<file path="src/rtl/mul_div_if.sv">
// Request/result bundle between the EX-stage control and the
// sequential multiply/divide unit.
interface mul_div_if #(
  parameter int WIDTH = 32
);
  logic             start;
  logic [5:0]       Signal;
  logic [WIDTH-1:0] dataA;
  logic [WIDTH-1:0] dataB;
  logic             busy;
  logic             done;
  logic             divZero;
  logic [WIDTH-1:0] hi;
  logic [WIDTH-1:0] lo;

  modport master (
    output start, Signal, dataA, dataB,
    input  busy, done, divZero, hi, lo
  );

  modport slave (
    input  start, Signal, dataA, dataB,
    output busy, done, divZero, hi, lo
  );
endinterface

</file>
<file path="src/rtl/mul_div_unit.sv">
// Sequential unsigned MULTU/DIVU unit writing the HI/LO pair.
// One radix-2 iteration per clock; HI/LO only move on DONE entry.
module mul_div_unit #(
  parameter int WIDTH = 32
) (
  input  logic     clk,
  input  logic     reset,
  mul_div_if.slave bus
);

  localparam int CW = $clog2(WIDTH + 1);
  localparam logic [CW-1:0] LAST = CW'(WIDTH);
  localparam logic [5:0] F_MULTU = 6'd25;
  localparam logic [5:0] F_DIVU  = 6'd27;

  typedef enum logic [1:0] {
    IDLE,
    RUN,
    DONE
  } state_t;

  state_t state;
  state_t next;

  logic [CW-1:0]    count;
  logic             op_div;
  logic [WIDTH-1:0] a_q;
  logic [WIDTH-1:0] b_q;
  logic [WIDTH-1:0] acc_hi;
  logic [WIDTH-1:0] acc_lo;
  logic [WIDTH-1:0] hi_q;
  logic [WIDTH-1:0] lo_q;
  logic             dz_q;

  logic is_mul;
  logic is_div;
  logic accept;
  logic iter;
  logic finish;

  logic [WIDTH:0]   mul_sum;
  logic [WIDTH-1:0] mul_hi;
  logic [WIDTH-1:0] mul_lo;
  logic [WIDTH:0]   rem_sh;
  logic [WIDTH+1:0] trial;
  logic             borrow;
  logic [WIDTH-1:0] div_hi;
  logic [WIDTH-1:0] div_lo;

  assign is_mul = bus.Signal == F_MULTU;
  assign is_div = bus.Signal == F_DIVU;
  assign accept = (state == IDLE) && bus.start
                  && (is_mul || is_div);
  assign iter   = (state == RUN) && (count != LAST);
  assign finish = (state == RUN) && (count == LAST);

  always_ff @(posedge clk or negedge reset) begin
    if (!reset) state <= IDLE;
    else        state <= next;
  end

  always_comb begin
    next = state;
    unique case (state)
      IDLE:    if (accept) next = RUN;
      RUN:     if (finish) next = DONE;
      DONE:    next = IDLE;
      default: next = IDLE;
    endcase
  end

  // Shift-add: carry of the upper-half add re-enters at the top.
  always_comb begin
    mul_sum = {1'b0, acc_hi};
    if (acc_lo[0]) mul_sum = {1'b0, acc_hi} + {1'b0, a_q};
    mul_hi = mul_sum[WIDTH:1];
    mul_lo = {mul_sum[0], acc_lo[WIDTH-1:1]};
  end

  // Restoring step; a zero divisor never borrows, giving all-ones.
  always_comb begin
    rem_sh = {acc_hi, acc_lo[WIDTH-1]};
    trial  = {1'b0, rem_sh} - {2'b00, b_q};
    borrow = trial[WIDTH+1];
    div_hi = borrow ? rem_sh[WIDTH-1:0] : trial[WIDTH-1:0];
    div_lo = {acc_lo[WIDTH-2:0], ~borrow};
  end

  always_ff @(posedge clk or negedge reset) begin
    if (!reset) begin
      count  <= '0;
      op_div <= 1'b0;
      a_q    <= '0;
      b_q    <= '0;
      acc_hi <= '0;
      acc_lo <= '0;
      hi_q   <= '0;
      lo_q   <= '0;
      dz_q   <= 1'b0;
    end else begin
      unique case (1'b1)
        accept: begin
          count  <= '0;
          op_div <= is_div;
          a_q    <= bus.dataA;
          b_q    <= bus.dataB;
          acc_hi <= '0;
          acc_lo <= is_div ? bus.dataA : bus.dataB;
          dz_q   <= 1'b0;
        end
        iter: begin
          count  <= count + 1'b1;
          acc_hi <= op_div ? div_hi : mul_hi;
          acc_lo <= op_div ? div_lo : mul_lo;
        end
        finish: begin
          hi_q <= acc_hi;
          lo_q <= acc_lo;
          dz_q <= op_div && (b_q == '0);
        end
        default: ;
      endcase
    end
  end

  assign bus.busy    = state != IDLE;
  assign bus.done    = state == DONE;
  assign bus.divZero = dz_q;
  assign bus.hi      = hi_q;
  assign bus.lo      = lo_q;

endmodule

</file>
<file path="src/flat_wrapper.sv">
// flat-port wrapper written by rule: the top's interface ports become plain ports
module mul_div_unit_flat 
#(
  parameter int WIDTH = 32
)
  (clk, reset, bus_start, bus_Signal, bus_dataA, bus_dataB, bus_busy, bus_done, bus_divZero, bus_hi, bus_lo);
  mul_div_if #(.WIDTH(WIDTH)) bus_i ();
  input  logic clk;
  input  logic reset;
  input wire logic [$bits(bus_i.start)-1:0] bus_start;
  input wire logic [$bits(bus_i.Signal)-1:0] bus_Signal;
  input wire logic [$bits(bus_i.dataA)-1:0] bus_dataA;
  input wire logic [$bits(bus_i.dataB)-1:0] bus_dataB;
  output wire logic [$bits(bus_i.busy)-1:0] bus_busy;
  output wire logic [$bits(bus_i.done)-1:0] bus_done;
  output wire logic [$bits(bus_i.divZero)-1:0] bus_divZero;
  output wire logic [$bits(bus_i.hi)-1:0] bus_hi;
  output wire logic [$bits(bus_i.lo)-1:0] bus_lo;
  assign bus_i.start = bus_start;
  assign bus_i.Signal = bus_Signal;
  assign bus_i.dataA = bus_dataA;
  assign bus_i.dataB = bus_dataB;
  assign bus_busy = bus_i.busy;
  assign bus_done = bus_i.done;
  assign bus_divZero = bus_i.divZero;
  assign bus_hi = bus_i.hi;
  assign bus_lo = bus_i.lo;
  mul_div_unit #(.WIDTH(WIDTH)) u_core (.clk(clk), .reset(reset), .bus(bus_i));
endmodule
</file>
<file path="config.mk">
export PLATFORM = sky130hd
export DESIGN_NAME = mul_div_unit_flat
export DESIGN_NICKNAME = d
export VERILOG_FILES = /design/src/rtl/mul_div_if.sv /design/src/rtl/mul_div_unit.sv /design/src/flat_wrapper.sv
export SDC_FILE = /design/constraint.sdc
export NUM_CORES = 1
export LEC_CHECK = 0
export BUFFER_PORTS_ARGS = -buffer_cell sky130_fd_sc_hd__buf_2
export CORE_MARGIN = 8
export CORE_UTILIZATION = 44
export DETAILED_ROUTE_END_ITERATION = 10
export GPL_ROUTABILITY_DRIVEN = 0
export SLEW_MARGIN = 20
export SYNTH_ARGS = -nofsm -noshare
export SYNTH_HDL_FRONTEND = slang
export SYNTH_SLANG_ARGS = --single-unit
</file>
<file path="constraint.sdc">
create_clock -name clk -period 3.45 [get_ports clk]
set_clock_uncertainty 0.1 [all_clocks]
set_input_delay 0.1725 -clock clk [delete_from_list [all_inputs] [get_ports clk]]
set_output_delay 0.1725 -clock clk [all_outputs]
set_load 0.02 [all_outputs]
</file>
==> results.md, run 1 <==
- The maximum clock frequency is 307 MHz.
- The first detailed-routing pass ran for 5 iterations.
- At the worst endpoint, the arrival time is 3620 ps.
- The count of buffers added on input and output ports is 139.
- The synthesized netlist occupies a cell area of 0.0126 mm2.
- The synthesized net count is 1403.
- The launch point of the worst reg-to-reg path is u_core.acc_hi[0].
- The largest vdd supply drop is 510 uV.
- In the final routed layout, each cell accounts on average for 20.4 um.
- The first-iteration detailed-routing DRC count is 894.
- The total grt overflow is 0.
- The worst hold path belongs to the class in2reg.
- The remaining antenna violation count after routing is 0.
- The later-pin clock latency in the skew report is 530 ps.
- Row generation in the floorplan step produced 62 rows.
- The clock root buffer master is sky130_fd_sc_hd__clkbuf_16.
- The run finished with clean final reports.
- In this run the number of H-tree levels came out at 1.
- The number of global-route vias before repair came to 10600.
- The region available for standard cell placement spans 0.0285 mm2.
- The number of pins with negative max-slew slack in the final report is 0.
- The final critical path time including I/O delays and setup is 3260 ps.
- In this run the power density over the cells is 968 mW/mm2.
- The maximum number of pins on one net before global-route repair is 87.
- Data on the critical path is required at its endpoint by 3810 ps.
- The final number of hold-violating endpoints was 0.
- The slowest stage of the critical path is the sky130_fd_sc_hd__fa_1 cell.
- The clock transition at the registers of the reported paths is 60 ps.
- The startpoint of the worst setup timing path is u_core.acc_hi[0].
- The layout net count is 1604.
- Setup repair after global routing could not meet its margin everywhere.
- The initial core utilization is 0.443.
- The family of cells with the greatest summed delay on the critical path is compound AO/OA/AOI/OAI gates.
- Of all nets on the critical path, the largest fanout is 4.
- Summed over all layers, the routed wires come to 38.0 mm.
- The number of flops mapped to enable cells by yosys is 0.
- The total number of vias is 10800.
- The part of the cycle the worst path needs is 0.945.
- Compared with the post-synthesis result, the final layout area differs by 21.8%.
- The slew at the pin with the worst max-slew slack is 1040 ps.
- The relative contribution of combinational cells to total power is 0.549.
- The maximum root-to-sink buffer count is 3.
- For this run, the share of the core covered by cells in the final layout is 0.540.
- The internal cell power is 8.16 mW.
- Max-cap violations in this run came to 0.
- The die area is 0.0343 mm2.
- The gate count after technology mapping is 1262.
- STA classifies the critical path endpoint as a flop.
- The fill cell instance count of the final layout is 2570.
- The delay of the slowest cell on the worst path is 410 ps.
- The total track usage is 0.219.
- The worst slew slack as a fraction of its limit is 0.306.
- The synthesis warning total is 0.
- The relative contribution of the clock network to total power is 0.164.
- The initial antenna violation count is 1.
- The setup-violating endpoint count in the final report is 0.
- The leading register cell type out of synthesis is sky130_fd_sc_hd__dfrtp_1.
- The post-route standard cell area excluding fillers is 0.0154 mm2.
- Of the cells placed in the final design, the portion with a size suffix greater than 1 is 0.249.
- Of the total power, the share spent switching nets is 0.452.
- The die is 185 um wide.
- In this run the vertical extent of the chip is 185 um.
- The tightest hold path in the finished design has a slack of 60.5 ps.
- The first global-routing pass estimated 59.8 mm of wire.
- The number of buffers created by CTS is 24.
- In this run the most critical hold path is launched from bus_start.
- TritonCTS built the clock tree.
- The number of clock sinks is 202.
- The number of buffers and inverters on the critical path is 1.
- The worst setup path is launched from a flop.
- The mean instance size in the synthesized netlist is 10.0 um2.
- The register bit count reported by yosys is 202.
- The share of the yosys chip area belonging to registers is 0.401.
- The total power of the final layout is 14.9 mW.
- The number of top-level pins is 140.
- In this run the static leakage power is 7.50 nW.
- Walking the worst path, the cells encountered are ha_1, inv_1, fa_1, nor2b_1, o21ai_1, a21boi_2, o31ai_1, o31a_1, o21ai_2, a41oi_2, and3b_1, o41ai_1, a32o_1.
- By startpoint and endpoint, the worst setup path is classified as reg2reg.
- Using the TritonRoute via totals, the vias-per-cell ratio works out to 5.77.
- In this run the power spent charging and discharging nets is 6.72 mW.
- The detailed placement HPWL is 27.3 mm.
- The sequential cell fraction of total power is 0.287.
- The placed instances occupy a cell area of 0.0139 mm2.
- The count of different cell masters after synthesis is 72.
- The number of remaining DRC errors is 0.
- In the synthesized netlist the async set-or-reset flop fraction comes to 1.00.
per-layer routing:
metal | up-vias | track usage | routed length, um
li1 | 5066 | - | -
met1 | 5275 | 0.319 | 17700
met2 | 355 | 0.334 | 16900
met3 | 65 | 0.0310 | 2410
met4 | 0 | 0.0624 | 956
met5 | - | 0 | 0
cell usage in the layout (no fill, tap or decap), types with 59 or more instances in the layout:
cell type | Yosys | routed
sky130_fd_sc_hd__mux2i_1 | 75 | 75
sky130_fd_sc_hd__ha_1 | 66 | 66
sky130_fd_sc_hd__nand2_1 | 124 | 122
sky130_fd_sc_hd__buf_2 | 7 | 138
sky130_fd_sc_hd__nor2_1 | 61 | 60
sky130_fd_sc_hd__o21ai_0 | 59 | 59
sky130_fd_sc_hd__a21oi_1 | 82 | 80
sky130_fd_sc_hd__dfrtp_1 | 202 | 201
sky130_fd_sc_hd__dlygate4sd3_1 | 0 | 66
sky130_fd_sc_hd__mux2_2 | 131 | 131
layout make-up:
type,instances,area [um2],share of cell area
clock inverters,8,58.8,0.00383
well taps,384,480,0.0313
repair buffers,238,1680,0.109
flip-flops and latches,202,5060,0.329
multi-input cells,943,7180,0.468
diodes,2,5.00,0.000326
inverters,54,203,0.0132
clock buffers,34,699,0.0455
power by group through the flow:
stage	Combinational, mW	Clock (mW)	Sequential (mW)
after floorplan	5.59	0	4.25
after detailed placement	7.99	0	4.28
final	8.17	2.44	4.27
after global routing	9.00	2.60	4.39
after global placement	7.91	0	4.25
after CTS	8.10	2.49	4.24
cells by family (layout without fill, tap and decap cells):
family | count (synthesis) | count (layout) | share of synthesized area
DFF | 202 | 202 | 0.401
xor gates and xnor gates | 45 | 45 | 0.0312
adders and majority gates | 68 | 68 | 0.0686
other | 0 | 2 | 0
muxes | 206 | 206 | 0.176
AOI/OAI and AO/OA | 354 | 354 | 0.191
buffers and inverters | 117 | 334 | 0.0355
and+or+nand+nor | 270 | 270 | 0.0962
Yosys cell counts (all sizes together), types with 3 or more instances:
cell type	number	area share
a21boi	4	0.0024
nor3	6	0.0024
mux2	131	0.12
nor3b	5	0.0030
inv	54	0.016
xor2	20	0.014
o41a	3	0.0027
ha	66	0.065
and3	3	0.0015
a31oi	16	0.0079
clkbuf	47	0.014
a22o	13	0.0090
nor4	9	0.0045
o211ai	14	0.0083
mux2i	75	0.060
nor2	61	0.018
xnor2	25	0.017
a211oi	17	0.011
nand3	16	0.0063
nand2	124	0.037
o21ai	75	0.030
or2	3	0.0015
a22oi	4	0.0024
o21bai	10	0.0059
nand2b	9	0.0045
o31ai	7	0.0046
buf	16	0.0055
a21oi	85	0.035
and2	4	0.0020
nand4	12	0.0059
dfrtp	202	0.40
a211o	5	0.0035
a21o	31	0.019
nor2b	13	0.0064
o21a	9	0.0054
o221ai	31	0.022
a2111oi	5	0.0046
state kept, by name (all words and copies together) (netlist names):
name	count
u_core.acc_hi	32
u_core.bus.lo	32
u_core.bus.hi	32
u_core.b_q	32
u_core.state	2
u_core.op_div	1
u_core.acc_lo	32
u_core.bus.divZero	1
u_core.count	6
u_core.a_q	32
final timing paths:
| path | end | slack [ps] | cells past startpoint |
|---|---|---|---|
| worst min register to register | u_core.bus.hi[12] | 400 | 1 |
| max in group asynchronous | u_core.a_q[23] | 2180 | 3 |
| worst max-delay path | u_core.acc_hi[27] | 190 | 13 |
| worst max register to register | u_core.acc_hi[27] | 190 | 13 |
| min in group asynchronous | u_core.bus.lo[6] | 130 | 2 |
| worst min-delay path | u_core.op_div | 60 | 3 |
worst min-delay path, cell delays in order:
cell and delay, ps:
sky130_fd_sc_hd__buf_2 130, sky130_fd_sc_hd__nand3_4 170, sky130_fd_sc_hd__mux2_2 180
per-stage QoR:
stage,std cells,setup slack (ps),TNS (ps)
floorplan,1262,340,0
global placement,1755,169,0
detailed placement,1755,143,0
CTS,1863,120,0
global route,1864,-22.5,-22.5
finish,1865,189,0
repair_timing:
| item | 4_1_cts | 5_1_grt |
|---|---|---|
| resized for setup | 0 | 4 |
| hold buffers | 66 | 0 |
| setup buffers | 0 | 0 |
| setup endpoints to repair | 0 | 5 |
| hold endpoints to repair | 175 | 0 |
Power figures use the tool's default switching activity.
==> run 2: changes to the inputs <==
- CORE_UTILIZATION: 44 -> 55
- PLACE_DENSITY: unset -> 0.76
==> run 2 against run 1 <==
  * Register-to-register slack got worse by 40 ps
  * Largest cell class unchanged
  * Power increased by 0.62%
  * Core utilization increased by 14 points
  * Cell count decreased by 5.3%
  * Cell area decreased by 0.81%
  * Highest routed layer unchanged
  * Sequential power about the same
  * Hold slack improved by 91 ps
  * Setup slack got worse by 45 ps
  * First-iteration DRC count increased by 12%
  * Die area decreased by 18%
  * Via count increased by 2.9%
  * Largest power group unchanged
==> results.md, run 2 (synthesis results as in run 1) <==
- The initial antenna violation count was 1.
- The power per cell area is 982 mW/mm2.
- The floorplan step defined a core boundary enclosing 0.0226 mm2.
- The library cell used most frequently in the layout, excluding fill and tap cells, is sky130_fd_sc_hd__dfrtp_1.
- The TritonCTS clock tree is done.
- The worst-case IR drop observed on VDD is 591 uV.
- The max-cap violation count is 0.
- The number of pins with negative max-slew slack in the final report is 0.
- Setup repair after global routing left no endpoint under its margin.
- After global routing the overflow that remains totals 0.
- The maximum clock frequency is 303 MHz.
- CTS built an H-tree with a depth of 1.
- The die is 167 um wide.
- The setup-violating endpoint count in the final report is 0.
- The post-placement cell area is 0.0138 mm2.
- Detailed placement finished with a half-perimeter wire length of 26.4 mm.
- Clock latency on the worst-skew pair, taken at its later pin, is 520 ps.
- The class of the most critical setup path is reg2reg.
- The non-filler instance count after layout is 1766.
- Measured against its own limit, the worst slew margin works out to 0.524.
- The type of origin of the critical path is a flop.
- The finished cells cover 0.0152 mm2.
- Dividing the detail-routed via count by the number of cells gives 6.27.
- The net count of the finished layout is 1606.
- The initial core utilization is 0.559.
- Data on the critical path arrives at its endpoint at 3600 ps.
- The routed layout has 11100 vias.
- In this run the static leakage power is 7.49 nW.
- The floorplan step defined a die boundary enclosing 0.0280 mm2.
- The final number of hold-violating endpoints was 0.
- The remaining antenna violation count after routing is 0.
- For this run, design rule violations remaining after detail routing come to 0.
- The layer carrying the most global-route usage is met2.
- STA classifies the critical path endpoint as a flop.
- The tree is rooted in a sky130_fd_sc_hd__clkbuf_16.
- Setup total negative slack on the finished layout was measured at 0 ps.
- The total power of the final layout is 15.0 mW.
- The clock transition at the registers of the reported paths is 70 ps.
- In the finished design, the share of the clock period the worst path needs comes to 0.958.
- Data on the critical path is required at its endpoint by 3750 ps.
- The total iterations of the first detailed-routing run is 6.
- The fill cell instance count of the final layout is 1711.
- The setup check on the worst reg-to-reg path leaves a slack of 140 ps.
- The worst min-delay path class is in2reg.
- The number of rows in the core area is 55.
- For the pin with the worst max-slew slack, the measured transition is 711 ps.
- The maximum number of pins on one net before global-route repair is 89.
- The area added between synthesis and finish is 20.8%.
- The met2 demand-to-capacity share in global routing is 0.417.
- In the final layout, the share of cells above drive strength 1 is 0.254.
- The y dimension of the die is 167 um.
- The number of buffers created by CTS is 22.
- In this run the worst path has a maximum fanout of 6.
- The number of clock sinks is 202.
- The number of buffers inserted by port buffering is 139.
- The number of instances in the placed design is 1660.
- Across every metal layer, demand over resource in global routing totals 0.263.
- The post-CTS setup repair buffer count is 0.
- The fraction of met3 tracks used by global routing is 0.0513.
- For this run, global-route usage on met1 was measured as 0.351.
- The smallest clock period supported by the final layout is computed as 3310 ps.
- The first global-routing pass estimated 60.1 mm of wire.
- In the final routed layout, each cell accounts on average for 21.5 um.
- 140 I/O pins were placed.
- The top cell types in the final layout, fill and taps aside, are sky130_fd_sc_hd__dfrtp_1 (201), sky130_fd_sc_hd__buf_2 (138), sky130_fd_sc_hd__mux2_2 (131).
- After detailed routing, the total wire length is 37.9 mm.
- The run finished with clean final reports.
- The number of global-route vias before repair was 11100.
- The longest clock path from root to sink contains 3 buffers.
- In this run, the number of DRC markers left after iteration 0 of detailed routing was 999.
-- run 2: final timing paths --
kind                                         from           endpoint  cells after the start
worst min-delay path                    bus_start    u_core.count[4]                      4
max in group asynchronous                   reset  u_core.bus.hi[26]                      3
worst min register to register  u_core.bus.hi[24]  u_core.bus.hi[24]                      1
worst max register to register   u_core.acc_hi[1]  u_core.acc_hi[31]                     11
min in group asynchronous                   reset   u_core.bus.lo[5]                      2
worst max-delay path             u_core.acc_hi[1]  u_core.acc_hi[31]                     11
-- run 2: where the power goes --
part	total [mW]	switching [mW]	internal (mW)	leakage, nW
combinational	8.33	4.82	3.51	4.49
clock	2.39	1.01	1.38	0.362
sequential	4.25	0.986	3.26	2.65
-- run 2: timing repair --
action	4_1_cts	5_1_grt
hold buffers	66	0
endpoints found under the setup margin	0	6
hold endpoints to repair	180	0
resized for setup	0	8
-- run 2: area by class of cell --
| class | instances | area, um2 | share of cell area |
|---|---|---|---|
| clock buffer | 29 | 638 | 0.0419 |
| multi-input combinational | 943 | 7200 | 0.472 |
| tap | 285 | 357 | 0.0234 |
| sequential | 202 | 5060 | 0.332 |
| inverter | 54 | 203 | 0.0133 |
| timing repair buffer | 242 | 1690 | 0.111 |
| clock inverter | 10 | 88.8 | 0.00583 |
| antenna | 1 | 2.50 | 0.000164 |
-- run 2: metal layers --
| metal | vias to the layer above | wire [um] |
|---|---|---|
| met2 | 562 | 17300 |
| met5 | - | 0 |
| li1 | 5048 | - |
| met4 | 0 | 1300 |
| met1 | 5356 | 15900 |
| met3 | 107 | 3450 |
-- run 2: metrics by stage --
step | hold WS (ps) | utilization | setup WS [ps]
finish | 152 | 0.675 | 144
global route | 169 | 0.675 | 0.496
CTS | 143 | 0.673 | 98.1
detailed placement | 174 | 0.612 | 104
global placement | 180 | 0.612 | 152
floorplan | -223 | - | 340
-- run 2: critical path, stage by stage (launching register included) --
cell                       delay, ps
sky130_fd_sc_hd__dfrtp_1         430
sky130_fd_sc_hd__ha_1            400
sky130_fd_sc_hd__o21ai_0         260
sky130_fd_sc_hd__a21oi_2          90
sky130_fd_sc_hd__a211oi_2        340
sky130_fd_sc_hd__nand2_1         110
sky130_fd_sc_hd__a21oi_2         310
sky130_fd_sc_hd__o21a_1          410
sky130_fd_sc_hd__nand2_1         190
sky130_fd_sc_hd__o221ai_1        240
sky130_fd_sc_hd__a21oi_1          90
sky130_fd_sc_hd__a22o_1          200
==> run 3: changes to the inputs <==
- CORE_UTILIZATION: 55 -> 30
- MAX_ROUTING_LAYER: unset -> met4
- PLACE_DENSITY: 0.76 -> unset
- SKIP_CTS_REPAIR_TIMING: unset -> 1
==> run 3 against run 2 <==
  * Sequential share of layout area decreased by 0.73 points
  * Setup slack worse by 4.4 ps
  * Register-to-register slack is essentially flat
  * First-iteration DRC count shrank 3.9%
  * Largest cell class unchanged
  * Highest routed layer unchanged
==> results.md, run 3 (synthesis results as in run 1) <==
- For this design, the sink count on the clock tree is 202.
- Pin placement for this block handled 140 I/O pins.
- The slowest cell on the critical path is sky130_fd_sc_hd__a2111o_1.
- For this design the ratio of total power to cell area is 962 mW/mm2.
- In the final routed layout, each cell accounts on average for 19.9 um.
- By startpoint and endpoint, the worst setup path is classified as reg2reg.
- The library cell used most frequently in the layout, excluding fill and tap cells, is sky130_fd_sc_hd__dfrtp_1.
- From bottom edge to top edge, the die measures 221 um.
- The number of antenna diodes is 0.
- For this run, the top clock speed supported by timing is 302 MHz.
- The initial core utilization is 0.302.
- The number of buffers created by CTS is 23.
- The total number of H-tree levels is 1.
- The area added between synthesis and finish is 23.5%.
- The run finished with clean final reports.
- The initial antenna violation count is 0.
- Among cell families on the critical path, the largest total delay comes from compound AO/OA/AOI/OAI gates.
- For this run, design rule violations remaining after detail routing come to 0.
- Fill cells in the final layout number 4117.
- The final number of hold-violating endpoints is 0.
- The first global-routing pass estimated 61.3 mm of wire.
- The number of instances in the placed design is 1917.
- Across the run, the number of max-cap violations was 0.
- At the end of the flow, the number of nets in the layout was 1610.
- The type of destination of the critical path is a flop.
- The worst setup path is launched from a flop.
- Setup violations remaining at the end of the flow were counted as 0.
- The setup TNS after final layout is 0 ps.
- STA puts the critical path data required time at 3760 ps.
- The total iterations of the first detailed-routing run is 5.
- The wire length reported by the detailed router is 40.4 mm.
- The worst-case IR drop observed on VDD is 491 uV.
- On the worst path, the slowest cell contributes a delay of 440 ps.
- The number of rows in the core area is 75.
- The clock period could shrink to 3310 ps.
- The number of buffers inserted by port buffering is 139.
- Along the worst path, the maximum fanout reaches 3.
- The number of pins with negative max-slew slack in the final report is 0.
- Entering global routing, the biggest net connects 74 pins.
- The number of buffers and inverters on the critical path is 1.
- At the pin with the least slew margin, the transition time is 693 ps.
- The worst min-delay path class is in2async.
- The analysis attributes to cell leakage a power of 7.52 nW.
- The later-pin clock latency in the skew report is 530 ps.
- The via-per-instance ratio is 5.33.
- In this run the remaining antenna-violating nets after routing total 0.
- The total grt overflow is 0.
- The TritonCTS clock tree is done.
- For the worst setup path, the data arrival time is 3620 ps.
- Clock-pin slew was measured on the worst setup and hold paths at 60 ps.
- The final route contains 10800 vias.
- Of the cells placed in the final design, the portion with a size suffix greater than 1 is 0.251.
- The die area is 0.0489 mm2.
- After the first detailed-routing iteration, the DRC count stood at 960.
- The die is 221 um wide.
- The non-filler instance count after layout is 2024.
- The maximum root-to-sink buffer count is 3.
- Traced cell by cell, the critical path runs through ha_1, inv_1, fa_1, nor2b_1, o21ai_1, a21boi_2, o31ai_1, o31a_1, o21ai_2, a31oi_1, a21oi_1, a2111o_1, a22o_1.
- The clock root buffer master is sky130_fd_sc_hd__clkbuf_16.
- Leaving out fill and tap cells, the most frequent cells in the layout are sky130_fd_sc_hd__dfrtp_1 (201), sky130_fd_sc_hd__buf_2 (138), sky130_fd_sc_hd__mux2_2 (131).
- Setup repair after global routing left no endpoint under its margin.
- In the global route stage, overall resource usage came out at 0.159.
- The number of global-route vias before repair is 10500.
- The worst slew slack as a fraction of its limit is 0.534.
- The part of the cycle the worst path needs is 0.959.
- The core region is 0.0418 mm2.
- Detailed placement ended at an HPWL of 29.5 mm.
-- run 3: worst paths after layout --
path	start	to	slack, ps	cells after the start
worst max-delay path	u_core.acc_hi[0]	u_core.acc_hi[31]	140	13
worst min-delay path	reset	u_core.bus.lo[3]	80	2
worst max register to register	u_core.acc_hi[0]	u_core.acc_hi[31]	140	13
worst min register to register	u_core.bus.hi[12]	u_core.bus.hi[12]	400	1
max in group asynchronous	reset	u_core.bus.lo[27]	2240	3
min in group clk	bus_start	u_core.acc_lo[20]	110	4
-- run 3: layout make-up --
cell class                 count  area (um2)  share of cell area
inverter                      54         203              0.0130
tap                          539         674              0.0433
clock inverter                 9         104             0.00667
clock buffer                  32         639              0.0410
multi-input combinational    943        7190               0.461
sequential                   202        5060               0.325
timing repair buffer         245        1720               0.110
-- run 3: routing by layer --
metal	wire (um)	global-route usage
met2	18400	0.248
met1	18900	0.218
met3	1760	0.0134
met5	0	-
met4	1270	0.0512
-- run 3: where the power goes --
part           switching (mW)  internal, mW  leakage [nW]
sequential              0.957          3.27          2.65
clock                    1.01          1.44         0.360
combinational            4.80          3.51          4.52
-- run 3: stage by stage --
stage	setup slack, ps	hold slack, ps	util	area, um2	total power [mW]
after floorplan	340	-223	-	12600	9.84
after global placement	202	68.4	0.339	14200	12.3
after detailed placement	81.2	70.0	0.339	14200	12.4
after CTS	52.0	-486	0.357	14900	14.9
after global routing	12.3	111	0.373	15600	16.1
final	140	77.6	0.373	15600	15.0
